## src/rtl/spi_regfile_pkg.sv

```systemverilog
// Shared types and constants for the SPI register-file slave.
package spi_regfile_pkg;

  typedef enum logic [2:0] {
    StIdle,
    StCmd,
    StDataWr,
    StDataRd,
    StWaitCsHigh
  } state_e;

  localparam int unsigned CMD_RW_BIT          = 7;
  localparam int unsigned ADDR_FIELD_W        = 7;
  localparam logic [7:0]  STATUS_BYTE_DEFAULT = 8'hA5;

endpackage

```

## src/rtl/spi_regfile_slave_if.sv

```systemverilog
// SPI wire bundle between an SPI master and the register-file slave.
interface spi_regfile_slave_if;

  logic spi_clk;
  logic spi_mosi;
  logic spi_cs_n;
  logic spi_miso;

  modport master (
    output spi_clk,
    output spi_mosi,
    output spi_cs_n,
    input  spi_miso
  );

  modport slave (
    input  spi_clk,
    input  spi_mosi,
    input  spi_cs_n,
    output spi_miso
  );

endinterface

```

## src/rtl/spi_byte_slave.sv

```systemverilog
// SPI mode-0 byte engine: input synchronisers, edge detect, rx/tx shift registers and bit counter.
module spi_byte_slave (
  input  logic       clk,
  input  logic       rst_l,
  input  logic       spi_clk,
  input  logic       spi_mosi,
  input  logic       spi_cs_n,
  input  logic       sck_en,
  input  logic       load_tx,
  input  logic [7:0] tx_data,
  output logic       spi_miso,
  output logic       cs_sync,
  output logic       cs_fall,
  output logic       cs_rise,
  output logic       byte_done,
  output logic [7:0] rx_byte
);

  // Bit 0: first sync stage, bit 1: synchronised level, bit 2: previous synchronised level.
  logic [2:0] sck_q;
  logic [2:0] cs_q;
  logic [1:0] mosi_q;

  logic [2:0] bit_cnt_q, bit_cnt_d;
  logic [7:0] rx_q, rx_d;
  logic [7:0] tx_q, tx_d;
  logic       byte_done_q, byte_done_d;

  logic sck_rise, sck_fall, done_now;

  assign sck_rise = sck_q[1] & ~sck_q[2];
  assign sck_fall = ~sck_q[1] & sck_q[2];
  assign cs_sync  = cs_q[1];
  assign cs_fall  = ~cs_q[1] & cs_q[2];
  assign cs_rise  = cs_q[1] & ~cs_q[2];
  assign done_now = sck_en & sck_rise & (bit_cnt_q == 3'd7);

  always_comb begin
    bit_cnt_d   = bit_cnt_q;
    rx_d        = rx_q;
    tx_d        = tx_q;
    byte_done_d = done_now;
    if (sck_en && sck_rise) begin
      rx_d      = {rx_q[6:0], mosi_q[1]};
      bit_cnt_d = bit_cnt_q + 3'd1;
    end
    // The falling edge that closes a byte keeps the freshly loaded MSB in place.
    if (sck_en && sck_fall && (bit_cnt_q != 3'd0)) begin
      tx_d = {tx_q[6:0], 1'b0};
    end
    if (load_tx) begin
      tx_d = tx_data;
    end
    // A byte finishing together with deselect is still handed to the parent.
    if (cs_rise) begin
      bit_cnt_d = 3'd0;
      tx_d      = 8'h00;
      if (!done_now) begin
        rx_d = 8'h00;
      end
    end
  end

  always_ff @(posedge clk or negedge rst_l) begin
    if (!rst_l) begin
      sck_q       <= 3'b000;
      cs_q        <= 3'b111;
      mosi_q      <= 2'b00;
      bit_cnt_q   <= 3'd0;
      rx_q        <= 8'h00;
      tx_q        <= 8'h00;
      byte_done_q <= 1'b0;
    end else begin
      sck_q       <= {sck_q[1:0], spi_clk};
      cs_q        <= {cs_q[1:0], spi_cs_n};
      mosi_q      <= {mosi_q[0], spi_mosi};
      bit_cnt_q   <= bit_cnt_d;
      rx_q        <= rx_d;
      tx_q        <= tx_d;
      byte_done_q <= byte_done_d;
    end
  end

  assign spi_miso  = tx_q[7];
  assign byte_done = byte_done_q;
  assign rx_byte   = rx_q;

endmodule

```

## src/rtl/spi_regfile_slave.sv

```systemverilog
// SPI-addressed register bank: command decode FSM, auto-incrementing pointer and register storage.
module spi_regfile_slave
  import spi_regfile_pkg::*;
#(
  parameter int unsigned NUM_REGS    = 8,
  parameter logic [7:0]  RESET_VAL   = 8'h00,
  parameter logic [7:0]  STATUS_BYTE = STATUS_BYTE_DEFAULT
) (
  input  logic                        clk,
  input  logic                        rst_l,
  spi_regfile_slave_if.slave          spi,
  output logic [NUM_REGS*8-1:0]       regs_o,
  output logic                        wr_stb,
  output logic [$clog2(NUM_REGS)-1:0] wr_addr
);

  localparam int unsigned AW = $clog2(NUM_REGS);

  state_e         state_q, state_d;
  logic [AW-1:0]  ptr_q, ptr_d;
  logic           wr_mode_q, wr_mode_d;
  logic [1:0]     settle_q, settle_d;
  logic [7:0]     regs_q [NUM_REGS];

  logic           sck_en, load_tx, cs_sync, cs_fall, cs_rise, byte_done;
  logic [7:0]     tx_data, rx_byte;
  logic [AW-1:0]  cmd_addr;

  spi_byte_slave u_byte (
    .clk       (clk),
    .rst_l     (rst_l),
    .spi_clk   (spi.spi_clk),
    .spi_mosi  (spi.spi_mosi),
    .spi_cs_n  (spi.spi_cs_n),
    .sck_en    (sck_en),
    .load_tx   (load_tx),
    .tx_data   (tx_data),
    .spi_miso  (spi.spi_miso),
    .cs_sync   (cs_sync),
    .cs_fall   (cs_fall),
    .cs_rise   (cs_rise),
    .byte_done (byte_done),
    .rx_byte   (rx_byte)
  );

  assign sck_en   = (state_q == StCmd) || (state_q == StDataWr) || (state_q == StDataRd);
  assign cmd_addr = AW'(rx_byte[ADDR_FIELD_W-1:0]);
  // wr_mode_q outlives a deselect so a byte completing with cs_n rising still commits.
  assign wr_stb   = byte_done & wr_mode_q;
  assign wr_addr  = wr_stb ? ptr_q : '0;

  always_comb begin
    state_d   = state_q;
    ptr_d     = ptr_q;
    wr_mode_d = wr_mode_q;
    load_tx   = 1'b0;
    tx_data   = 8'h00;
    settle_d  = (settle_q == 2'd3) ? settle_q : settle_q + 2'd1;
    if (wr_stb) begin
      ptr_d = ptr_q + AW'(1);
    end
    unique case (state_q)
      StIdle: begin
        // Until the synchronisers have filled, a low cs_n means it was low across reset.
        if (settle_q != 2'd3) begin
          if (!cs_sync) begin
            state_d = StWaitCsHigh;
          end
        end else if (cs_fall) begin
          state_d   = StCmd;
          load_tx   = 1'b1;
          tx_data   = STATUS_BYTE;
          wr_mode_d = 1'b0;
        end
      end
      StCmd: begin
        if (byte_done) begin
          load_tx = 1'b1;
          if (rx_byte[CMD_RW_BIT]) begin
            state_d = StDataRd;
            tx_data = regs_q[cmd_addr];
            ptr_d   = cmd_addr + AW'(1);
          end else begin
            state_d   = StDataWr;
            ptr_d     = cmd_addr;
            wr_mode_d = 1'b1;
          end
        end
      end
      StDataRd: begin
        if (byte_done) begin
          load_tx = 1'b1;
          tx_data = regs_q[ptr_q];
          ptr_d   = ptr_q + AW'(1);
        end
      end
      StDataWr: begin
      end
      StWaitCsHigh: begin
        if (cs_sync) begin
          state_d = StIdle;
        end
      end
      default: state_d = StIdle;
    endcase
    if (cs_rise) begin
      state_d = StIdle;
    end
  end

  always_ff @(posedge clk or negedge rst_l) begin
    if (!rst_l) begin
      state_q   <= StIdle;
      ptr_q     <= '0;
      wr_mode_q <= 1'b0;
      settle_q  <= 2'd0;
      for (int k = 0; k < NUM_REGS; k++) begin
        regs_q[k] <= RESET_VAL;
      end
    end else begin
      state_q   <= state_d;
      ptr_q     <= ptr_d;
      wr_mode_q <= wr_mode_d;
      settle_q  <= settle_d;
      if (wr_stb) begin
        regs_q[ptr_q] <= rx_byte;
      end
    end
  end

  always_comb begin
    regs_o = '0;
    for (int k = 0; k < NUM_REGS; k++) begin
      regs_o[8*k +: 8] = regs_q[k];
    end
  end

endmodule

```

## src/flat_wrapper.sv

```systemverilog
// flat-port wrapper written by rule: the top's interface ports become plain ports
module spi_regfile_slave_flat import spi_regfile_pkg::*;
#(
  parameter int unsigned NUM_REGS    = 8,
  parameter logic [7:0]  RESET_VAL   = 8'h00,
  parameter logic [7:0]  STATUS_BYTE = STATUS_BYTE_DEFAULT
)
  (clk, rst_l, regs_o, wr_stb, wr_addr, spi_spi_clk, spi_spi_mosi, spi_spi_cs_n, spi_spi_miso);
  spi_regfile_slave_if spi_i ();
  input  logic clk;
  input  logic rst_l;
  output logic [NUM_REGS*8-1:0] regs_o;
  output logic wr_stb;
  output logic [$clog2(NUM_REGS)-1:0] wr_addr;
  input wire logic [$bits(spi_i.spi_clk)-1:0] spi_spi_clk;
  input wire logic [$bits(spi_i.spi_mosi)-1:0] spi_spi_mosi;
  input wire logic [$bits(spi_i.spi_cs_n)-1:0] spi_spi_cs_n;
  output wire logic [$bits(spi_i.spi_miso)-1:0] spi_spi_miso;
  assign spi_i.spi_clk = spi_spi_clk;
  assign spi_i.spi_mosi = spi_spi_mosi;
  assign spi_i.spi_cs_n = spi_spi_cs_n;
  assign spi_spi_miso = spi_i.spi_miso;
  spi_regfile_slave #(.NUM_REGS(NUM_REGS), .RESET_VAL(RESET_VAL), .STATUS_BYTE(STATUS_BYTE)) u_core (.clk(clk), .rst_l(rst_l), .spi(spi_i), .regs_o(regs_o), .wr_stb(wr_stb), .wr_addr(wr_addr));
endmodule
```

## config.mk

```make
export PLATFORM = sky130hd
export DESIGN_NAME = spi_regfile_slave_flat
export DESIGN_NICKNAME = d
export VERILOG_FILES = /design/src/rtl/spi_regfile_pkg.sv /design/src/rtl/spi_regfile_slave_if.sv /design/src/rtl/spi_byte_slave.sv /design/src/rtl/spi_regfile_slave.sv /design/src/flat_wrapper.sv
export SDC_FILE = /design/constraint.sdc
export NUM_CORES = 1
export LEC_CHECK = 0
export ABC_AREA = 1
export CAP_MARGIN = 20
export CORE_MARGIN = 3
export CORE_UTILIZATION = 60
export DETAILED_ROUTE_END_ITERATION = 6
export PLACE_DENSITY = 0.83
export REMOVE_ABC_BUFFERS = 1
export SLEW_MARGIN = 20
export SYNTH_ARGS = -nofsm -noshare
export SYNTH_HDL_FRONTEND = slang
export SYNTH_SLANG_ARGS = --single-unit
```

## constraint.sdc

```tcl
create_clock -name clk -period 2.4 [get_ports clk]
set_input_delay 0.48 -clock clk [delete_from_list [all_inputs] [get_ports clk]]
set_output_delay 0.48 -clock clk [all_outputs]
set_load 0.02 [all_outputs]
```

* Word-level counts from Yosys, hierarchy flattened *
Index checks and enable logic that the tools add are counted.

storage, ports and cells
  output and inout bits = 69
  register bits after elaboration = 101
  input port bits = 5
  logic and storage cells = 116

cells by class
  order comparisons = 3
  bitwise gates (word level) = 13
  $add $sub $neg = 4
  reductions and logical operators = 15
  mux-type cells = 46
  equal/unequal tests = 16

operator list
  operator                                                count
  2-to-1 mux 8 bit                                        16
  bitwise mux 64 bit                                      1
  binary-select mux 8 bit (select 3 bit)                  2
  2-to-1 mux 3 bit                                        13
  demux 8 bit (select 3 bit)                              1
  case mux 8 bit (3 select lines)                         1
  case mux 3 bit (4 select lines)                         1
  AND reduction 5 bit                                     2
  adder 3 x 1 -> 3 bit (second input constant)            3
  >= comparator 4 bit (second input constant)             2
  2-to-1 mux 1 bit                                        8
  inequality test 2 bit (second input constant)           4
  NOT 3 -> 4 bit                                          2
  AND 1 bit                                               7
  == test 3 x 2 -> 1 bit (second input constant)          2
  == test 3 bit (second input constant)                   2
  inequality test 3 x 2 -> 1 bit (second input constant)  2
  case mux 3 bit (2 select lines)                         1
  nonzero test 3 bit                                      2
  logical AND 1 bit                                       4
  < comparator 4 x 1 -> 1 bit (second input constant)     1
  inequality test 2 x 1 -> 1 bit (second input constant)  2
  inequality test 4 x 1 -> 1 bit (second input constant)  1
  inequality test 4 x 3 -> 1 bit (second input constant)  1
  9 further kinds                                         16

* Depth between registers and ports, before layout *
Gate-level depths: netlist (run 1).

  depth after elaboration = 9
  gate-level depth with buffers = 11
  gate-level depth less buffers = 9

* Modules after synthesis *
From an unflattened synthesis (run 1), not the netlist that was laid out.

unflattened totals
  cell total of the unflattened synthesis = 759
  area, all modules = 5710.5 um^2

modules (own cells, without submodules)
  module             times used  seq. area each (um^2)  area each (um^2)  cells an instance
  spi_regfile_slave  1           1826.8                 4359.2            608
  spi_byte_slave     1           704.4                  1351.3            151

* Worst setup path after synthesis (run 1) *
Ideal clock, no wire load.

  path type = reg2out
  start = reg u_core.u_byte.byte_done_q, in the netlist u_core.u_byte.byte_done
  end = out wr_addr[0]
  data required time = 1.920 ns
  slack = 0.811 ns
  stages on the path, launching flop included = 4
  arrival = 1.109 ns
  buffers on the path = 0
  cell sequence = dfrtp_1 > nand2_1 > inv_1 > ha_1

on the way
  longest elaborated chain between the ends = 2

ends and longest elaborated chain
  element                 line                     text
  from (decl)             spi_byte_slave.sv:27     logic byte_done_q, byte_done_d;
  from (signal assigned)  spi_byte_slave.sv:80     byte_done_q <= byte_done_d;
  AND 1 bit               spi_regfile_slave.sv:49  assign wr_stb = byte_done & wr_mode_q;
  named net wr_stb        flat_wrapper.sv:13       output logic wr_stb;
  2-to-1 mux 3 bit        spi_regfile_slave.sv:50  assign wr_addr = wr_stb ? ptr_q : '0;
  to (decl)               flat_wrapper.sv:14       output logic [$clog2(NUM_REGS)-1:0] wr_addr;

The timed path passes the listed nets, and every way through them passes these cells.

* Final worst setup path (run 1) *
  start = reg u_core.ptr_q[2]
  end = out wr_addr[2]

on the way
  longest elaborated chain between the ends = 1

ends and longest elaborated chain
  element                 line                      text
  from (decl)             spi_regfile_slave.sv:20   logic [AW-1:0] ptr_q, ptr_d;
  from (signal assigned)  spi_regfile_slave.sv:122  ptr_q <= ptr_d;
  2-to-1 mux 3 bit        spi_regfile_slave.sv:50

No other way between the ends.

==> run summary, run 1 <==
Die area: 10600 um^2
Crit Path Class: flop to primary output
GRT overflow: 0
CP Launch Point: u_core.ptr_q[2]
Cell area after layout: 6600 um^2
Synth unique cells: 33
H-tree levels: 3
Crit Path Max Fanout: 5
Sequential area share after synthesis: 44.8%
Num Clock Sinks: 101
Initial core utilization: 63.2%
Final core utilization: 73.9%
Vias post-DR: 5417
Num rows: 34
Drt initial violations: 483
Footprint of the multi-input gates: 2520 um^2
Largest net degree at the start of global routing: 37
Synth-to-Final Area Change: 16.9%
DRC: 1
I/O pins: 74
Sequential Area: 2530 um^2
Dpl hpwl: 11300 um
CTS Buf Count: 9
Core Region: 8930 um^2
Power, Total: 3.75 mW
Final #Nets: 852
Worst Hold Class: input port to async pin
Failing checks: DRC
FF+latch count, synth: 101
Hold-fix buffers at CTS: 0
Die W: 103 um
Reg clk slew, reported paths: 0.10 ns
Final Routed Wirelength: 16200 um
First-pass GRT wire length: 26400 um
Number of synthesized flops with an enable pin: 0
Fin crit share: 93.0%
Clock Latency Late Sink: 0.38 ns
GRT Total Usage: 32.5%
Pre-antenna DRT Iters: 7
Root Driver: clkbuf_8
RSZ-0062 raised after global routing: false
Main flop type after synthesis: dfrtp_1
Gpl congestion: 0.979
Power per cell area: 568 nW/um^2
Arrival @ worst endpoint: 1.75 ns
Post-synth ARST share: 100%
Initial antenna violation count: 0
Setup TNS: 0 ns
Clk buf depth: 2
Die height: 103 um
Placed cell areas: 6410 um^2
Worst-margin pin slew: 0.624 ns
Fin crit period: 2.23 ns
Post-Syn Area per Cell: 7.26 um^2
Worst Path Required: 1.92 ns
Startpoint types: flop
PortBufs: 73
R2r startpoint: u_core.ptr_q[2]
CTS tree: built
FF-to-FF path depth: 4
Yosys warning total: 0
Worst R2R End: u_core.regs_o[11]
Status: finished, violations left
FMAX: 448 MHz
Critical path capture point type: primary output
Reg2Reg Setup Slack: 0.47 ns
Layout Skew: 0.0140 ns
Max VDD drop: 593 uV
Cells after Synth: 778
Vias/cell: 5.70
Worst relative slew slack: 58.3%
Wire per inst: 17.0 um
Max-slew violations: 0
Mapped Area: 5650 um^2
Fill count: 701
Final ANT Viol Nets: 0
Leakage Power: 3.25 nW
Max cap viols: 0
# setup viols final: 0
Ant diodes: 0
Number of global-route vias before repair: 5333
Hold Vio Cnt, Final: 0
Share of post-route cells with drive strength above 1: 6.88%
-- final cells by class --
cell class,count,area share [%]
inverters,102,5.80
well taps,108,2.05
clock inverters,6,0.815
repair buffers,84,12.9
clock buffers,10,1.93
multi-input cells,540,38.2
flip-flops and latches,101,38.4
-- cell families after synthesis --
group                      Yosys count  synth area share, %
AOI/OAI and AO/OA                   99                 9.02
xor gates and xnor gates             3                0.465
adders and majority gates            9                 1.99
buffers and inverters              137                 10.6
DFF                                101                 44.8
and+or+nand+nor                    429                 33.1
-- layout by cell type, fill, tap and decap left out, types with 3 or more instances in the layout --
master | Yosys | layout
a21oi_1 | 5 | 5
dfrtp_1 | 98 | 98
nor3_1 | 4 | 4
clkbuf_8 | 0 | 9
nor2_2 | 3 | 3
nor2_4 | 6 | 6
o21ai_0 | 83 | 83
o21ai_1 | 5 | 5
dfstp_2 | 3 | 3
ha_1 | 9 | 9
nand2_1 | 276 | 275
buf_12 | 0 | 3
inv_2 | 6 | 6
nand3_1 | 105 | 105
buf_4 | 0 | 9
nand2_2 | 8 | 9
clkdlybuf4s50_1 | 0 | 71
nor2_1 | 19 | 19
inv_1 | 94 | 94
nand4_1 | 3 | 3
-- critical path, stage by stage (launching register included) --
cell and delay [ns]:
dfrtp_1 0.49, inv_1 0.15, nor2_1 0.12, clkdlybuf4s50_1 0.61
-- state kept, by name, indices dropped and copies added (netlist names) --
| name | cells |
|---|---|
| u_core.regs_o | 64 |
| u_core.u_byte.byte_done | 1 |
| u_core.u_byte.mosi_q | 2 |
| u_core.wr_mode_q | 1 |
| u_core.settle_q | 2 |
| u_core.ptr_q | 3 |
| u_core.u_byte.tx_q | 8 |
| u_core.u_byte.cs_q | 3 |
| u_core.u_byte.bit_cnt_q | 3 |
| u_core.u_byte.rx_byte | 8 |
| u_core.u_byte.sck_q | 3 |
| u_core.state_q | 3 |
-- synth_stat cells, types with 4 or more instances --
master | n | area, um^2
inv_1 | 94 | 353
a21oi_1 | 5 | 25.0
dfrtp_1 | 98 | 2450
ha_1 | 9 | 113
nor2_4 | 6 | 67.6
buf_2 | 20 | 100
nor2_1 | 19 | 71.3
nand2_2 | 8 | 50.1
nor3_1 | 4 | 20.0
clkbuf_1 | 6 | 22.5
inv_2 | 6 | 22.5
o21ai_0 | 83 | 415
nand3_1 | 105 | 526
nand2_1 | 276 | 1040
o21ai_1 | 5 | 25.0
buf_6 | 8 | 90.1
-- power by group --
group,leakage [nW],internal [mW],switching (mW),total [mW]
Sequential,1.37,1.78,0.0841,1.87
Clock,0.0951,0.400,0.643,1.04
Combinational,1.78,0.272,0.570,0.841
Total,3.25,2.45,1.30,3.75
-- worst max-delay path by stage --
stage                       endpoint  slack, ns  cells past startpoint
2_1_floorplan  u_core.u_byte.tx_q[0]        0.1                      8
3_3_place_gp              wr_addr[0]       0.43                      4
3_5_place_dp              wr_addr[0]       0.41                      4
4_1_cts                   wr_addr[0]       0.06                      4
5_1_grt                   wr_addr[2]       0.08                      3
6_report                  wr_addr[2]       0.17                      3
-- stage by stage --
| step | setup slack [ns] | instances | hold WS [ns] |
|---|---|---|---|
| after floorplan | 0.0952 | 743 | 0.184 |
| after global placement | 0.426 | 935 | 0.335 |
| after detailed placement | 0.406 | 935 | 0.335 |
| after CTS | 0.0605 | 951 | 0.0516 |
| after global routing | 0.0772 | 951 | 0.0660 |
| final | 0.168 | 951 | 0.0413 |
-- metal layers --
metal	vias up	share of wire, %	track usage (%)
met3	49	9.9	8.59
met1	2482	41	43.1
li1	2567	-	-
met4	0	3.6	13.9
met5	-	0	0
met2	319	46	50.4
-- repair_timing --
item,in CTS,in global routing
endpoints found under the setup margin,1,1
pin swaps,0,0
setup buffers,0,0
resized for setup,1,1
hold endpoints to repair,0,0
(Power assumes the default switching activity.)
==> run 2, diff against run 1 <==
SETUP_SLACK_MARGIN = 0.1   (was default)
==> run 2 against run 1 <==
Against the previous run: total power shrank 0.19%; final area is essentially flat; the flow now finishes without violations; combinational power is essentially flat; register-to-register slack is essentially flat; critical endpoint is now wr_stb; first-iteration DRC count grew 3.5%; core utilization is essentially flat; critical path depth is the same; final cell count is the same.
==> run summary, run 2 (synthesis results as in run 1) <==
Fill count: 702 (+0.14%)
Pre-antenna DRT Iters: 6 (-1)
Max VDD drop: 587 uV (-1.1%)
Root Driver: clkbuf_8
Final ANT Viol Nets: 0 (unchanged)
Die height: 103 um (unchanged)
Clk buf depth: 2 (unchanged)
Setup TNS: 0 ns (unchanged)
Ant diodes: 0 (unchanged)
Crit Path Max Fanout: 6 (+1)
FF-to-FF path depth: 4 (unchanged)
Number of global-route vias before repair: 5333 (unchanged)
Critical path capture point type: primary output
Vias/cell: 5.72 (+0.41%)
Reg clk slew, reported paths: 0.10 ns (about the same)
Most common cell after layout, fill and taps aside: nand2_1
Num Clock Sinks: 101 (unchanged)
Dpl hpwl: 11300 um (unchanged)
DRC: 0 (-1)
Initial antenna violation count: 0 (unchanged)
Dpl cells: 935 (unchanged)
Clock Latency Late Sink: 0.38 ns (about the same)
Drt initial violations: 500 (+3.5%)
Status: finished, final reports clean
Wire per inst: 17.0 um (unchanged)
CTS Buf Count: 9 (unchanged)
Hold Vio Cnt, Final: 0 (unchanged)
Most frequent cells in the layout: nand2_1 (275), nand3_1 (105), dfrtp_1 (97)
Fin crit period: 2.18 ns (-0.0473 ns)
Post-Layout Cell Count: 951 (unchanged)
Power per cell area: 567 nW/um^2 (-0.15%)
Arrival @ worst endpoint: 1.70 ns (-0.05 ns)
Core Region: 8930 um^2 (unchanged)
H-tree levels: 3 (unchanged)
Share of post-route cells with drive strength above 1: 7.00% (+0.12 points)
Worst R2R End: u_core.regs_o[15]
Num rows: 34 (unchanged)
Largest net degree at the start of global routing: 37 (unchanged)
Max-slew violations: 0 (unchanged)
Max cap viols: 0 (unchanged)
First-pass GRT wire length: 26400 um (unchanged)
Leakage Power: 3.23 nW (-0.48%)
Die W: 103 um (unchanged)
Max FFs per register: 64 (unchanged)
Final Routed Wirelength: 16200 um (unchanged)
Fin crit share: 91.0% (-2.0 points)
Vias post-DR: 5439 (+0.41%)
Initial core utilization: 63.2% (unchanged)
Crit Path Class: flop to primary output
Reg2Reg Setup Slack: 0.48 ns (about the same)
FMAX: 458 MHz (+2.2%)
GRT overflow: 0 (unchanged)
GRT Total Usage: 32.5% (unchanged)
Worst-margin pin slew: 0.630 ns (+0.00663 ns)
Die area: 10600 um^2 (unchanged)
Final #Nets: 852 (unchanged)
Gpl congestion: 0.979 (unchanged)
CTS tree: built
CP Launch Point: u_core.u_byte.byte_done
R2r startpoint: u_core.ptr_q[2]
Hold-fix buffers at CTS: 0 (unchanged)
Synth-to-Final Area Change: 16.8% (about the same)
Worst Hold Class: input port to async pin
Worst Path Required: 1.92 ns (about the same)
PortBufs: 73 (unchanged)
# setup viols final: 0 (unchanged)
Startpoint types: flop
RSZ-0062 raised after global routing: false
Worst relative slew slack: 57.9% (-0.44 points)
Layout Skew: 0.0152 ns (+0.00120 ns)
I/O pins: 74 (unchanged)
[run 2: cell types whose count changed in the layout (fill, tap and decap cells not counted), sizes merged]
cell,previous run,this run
dlygate4sd2,0,1
dlymetal6s2s,1,0
[run 2: power by group]
| group | leakage (nW) | total [mW] | internal [mW] | switching (mW) |
|---|---|---|---|---|
| Combinational | 1.77 | 0.842 | 0.272 | 0.570 |
| Sequential | 1.37 | 1.86 | 1.78 | 0.0815 |
| Clock | 0.0951 | 1.04 | 0.400 | 0.638 |
| Total | 3.23 | 3.74 | 2.45 | 1.29 |
[run 2: layout make-up]
cell class	instances	area, um^2	share of cell area, %
clock buffer	10	128	1.93
multi-input combinational	540	2520	38.2
timing repair buffer	84	847	12.8
tap	108	135	2.05
inverter	102	383	5.80
sequential	101	2530	38.4
clock inverter	6	53.8	0.815
[run 2: worst max-delay path by stage]
stage | to | slack (ns) | depth (start not counted)
floorplan | u_core.u_byte.tx_q[0] | 0.1 | 8
global placement | wr_addr[0] | 0.43 | 4
detailed placement | wr_addr[0] | 0.41 | 4
CTS | wr_addr[2] | 0.16 | 3
global route | wr_stb | 0.11 | 3
finish | wr_stb | 0.22 | 3
[run 2: worst max-delay path, cell delays in order, from the launching register on]
cell	delay, ns
dfrtp_1	0.40
nand2_2	0.13
inv_1	0.17
clkdlybuf4s50_1	0.63
[run 2: routing by layer]
metal | share of wire [%] | global-route usage [%] | up-vias
met3 | 9.9 | 8.59 | 55
li1 | - | - | 2565
met1 | 41 | 43.1 | 2489
met2 | 45 | 50.4 | 330
met5 | 0 | 0 | -
met4 | 3.9 | 13.9 | 0
[run 2: through the flow]
| step | hold WS, ns | power [mW] | cell area, um^2 | setup WS (ns) | utilization (%) |
|---|---|---|---|---|---|
| after floorplan | 0.184 | 2.46 | 5430 | 0.0952 | - |
| after global placement | 0.335 | 2.68 | 6410 | 0.426 | 71.8 |
| after detailed placement | 0.335 | 2.72 | 6410 | 0.406 | 71.8 |
| after CTS | 0.0516 | 3.76 | 6600 | 0.155 | 73.8 |
| after global routing | 0.0660 | 3.94 | 6600 | 0.109 | 73.9 |
| final | 0.0379 | 3.74 | 6600 | 0.216 | 73.9 |
[run 2: timing repair]
item	4_1_cts	5_1_grt
setup buffers	0	0
gates resized for setup	2	1
endpoints found under the setup margin	1	1
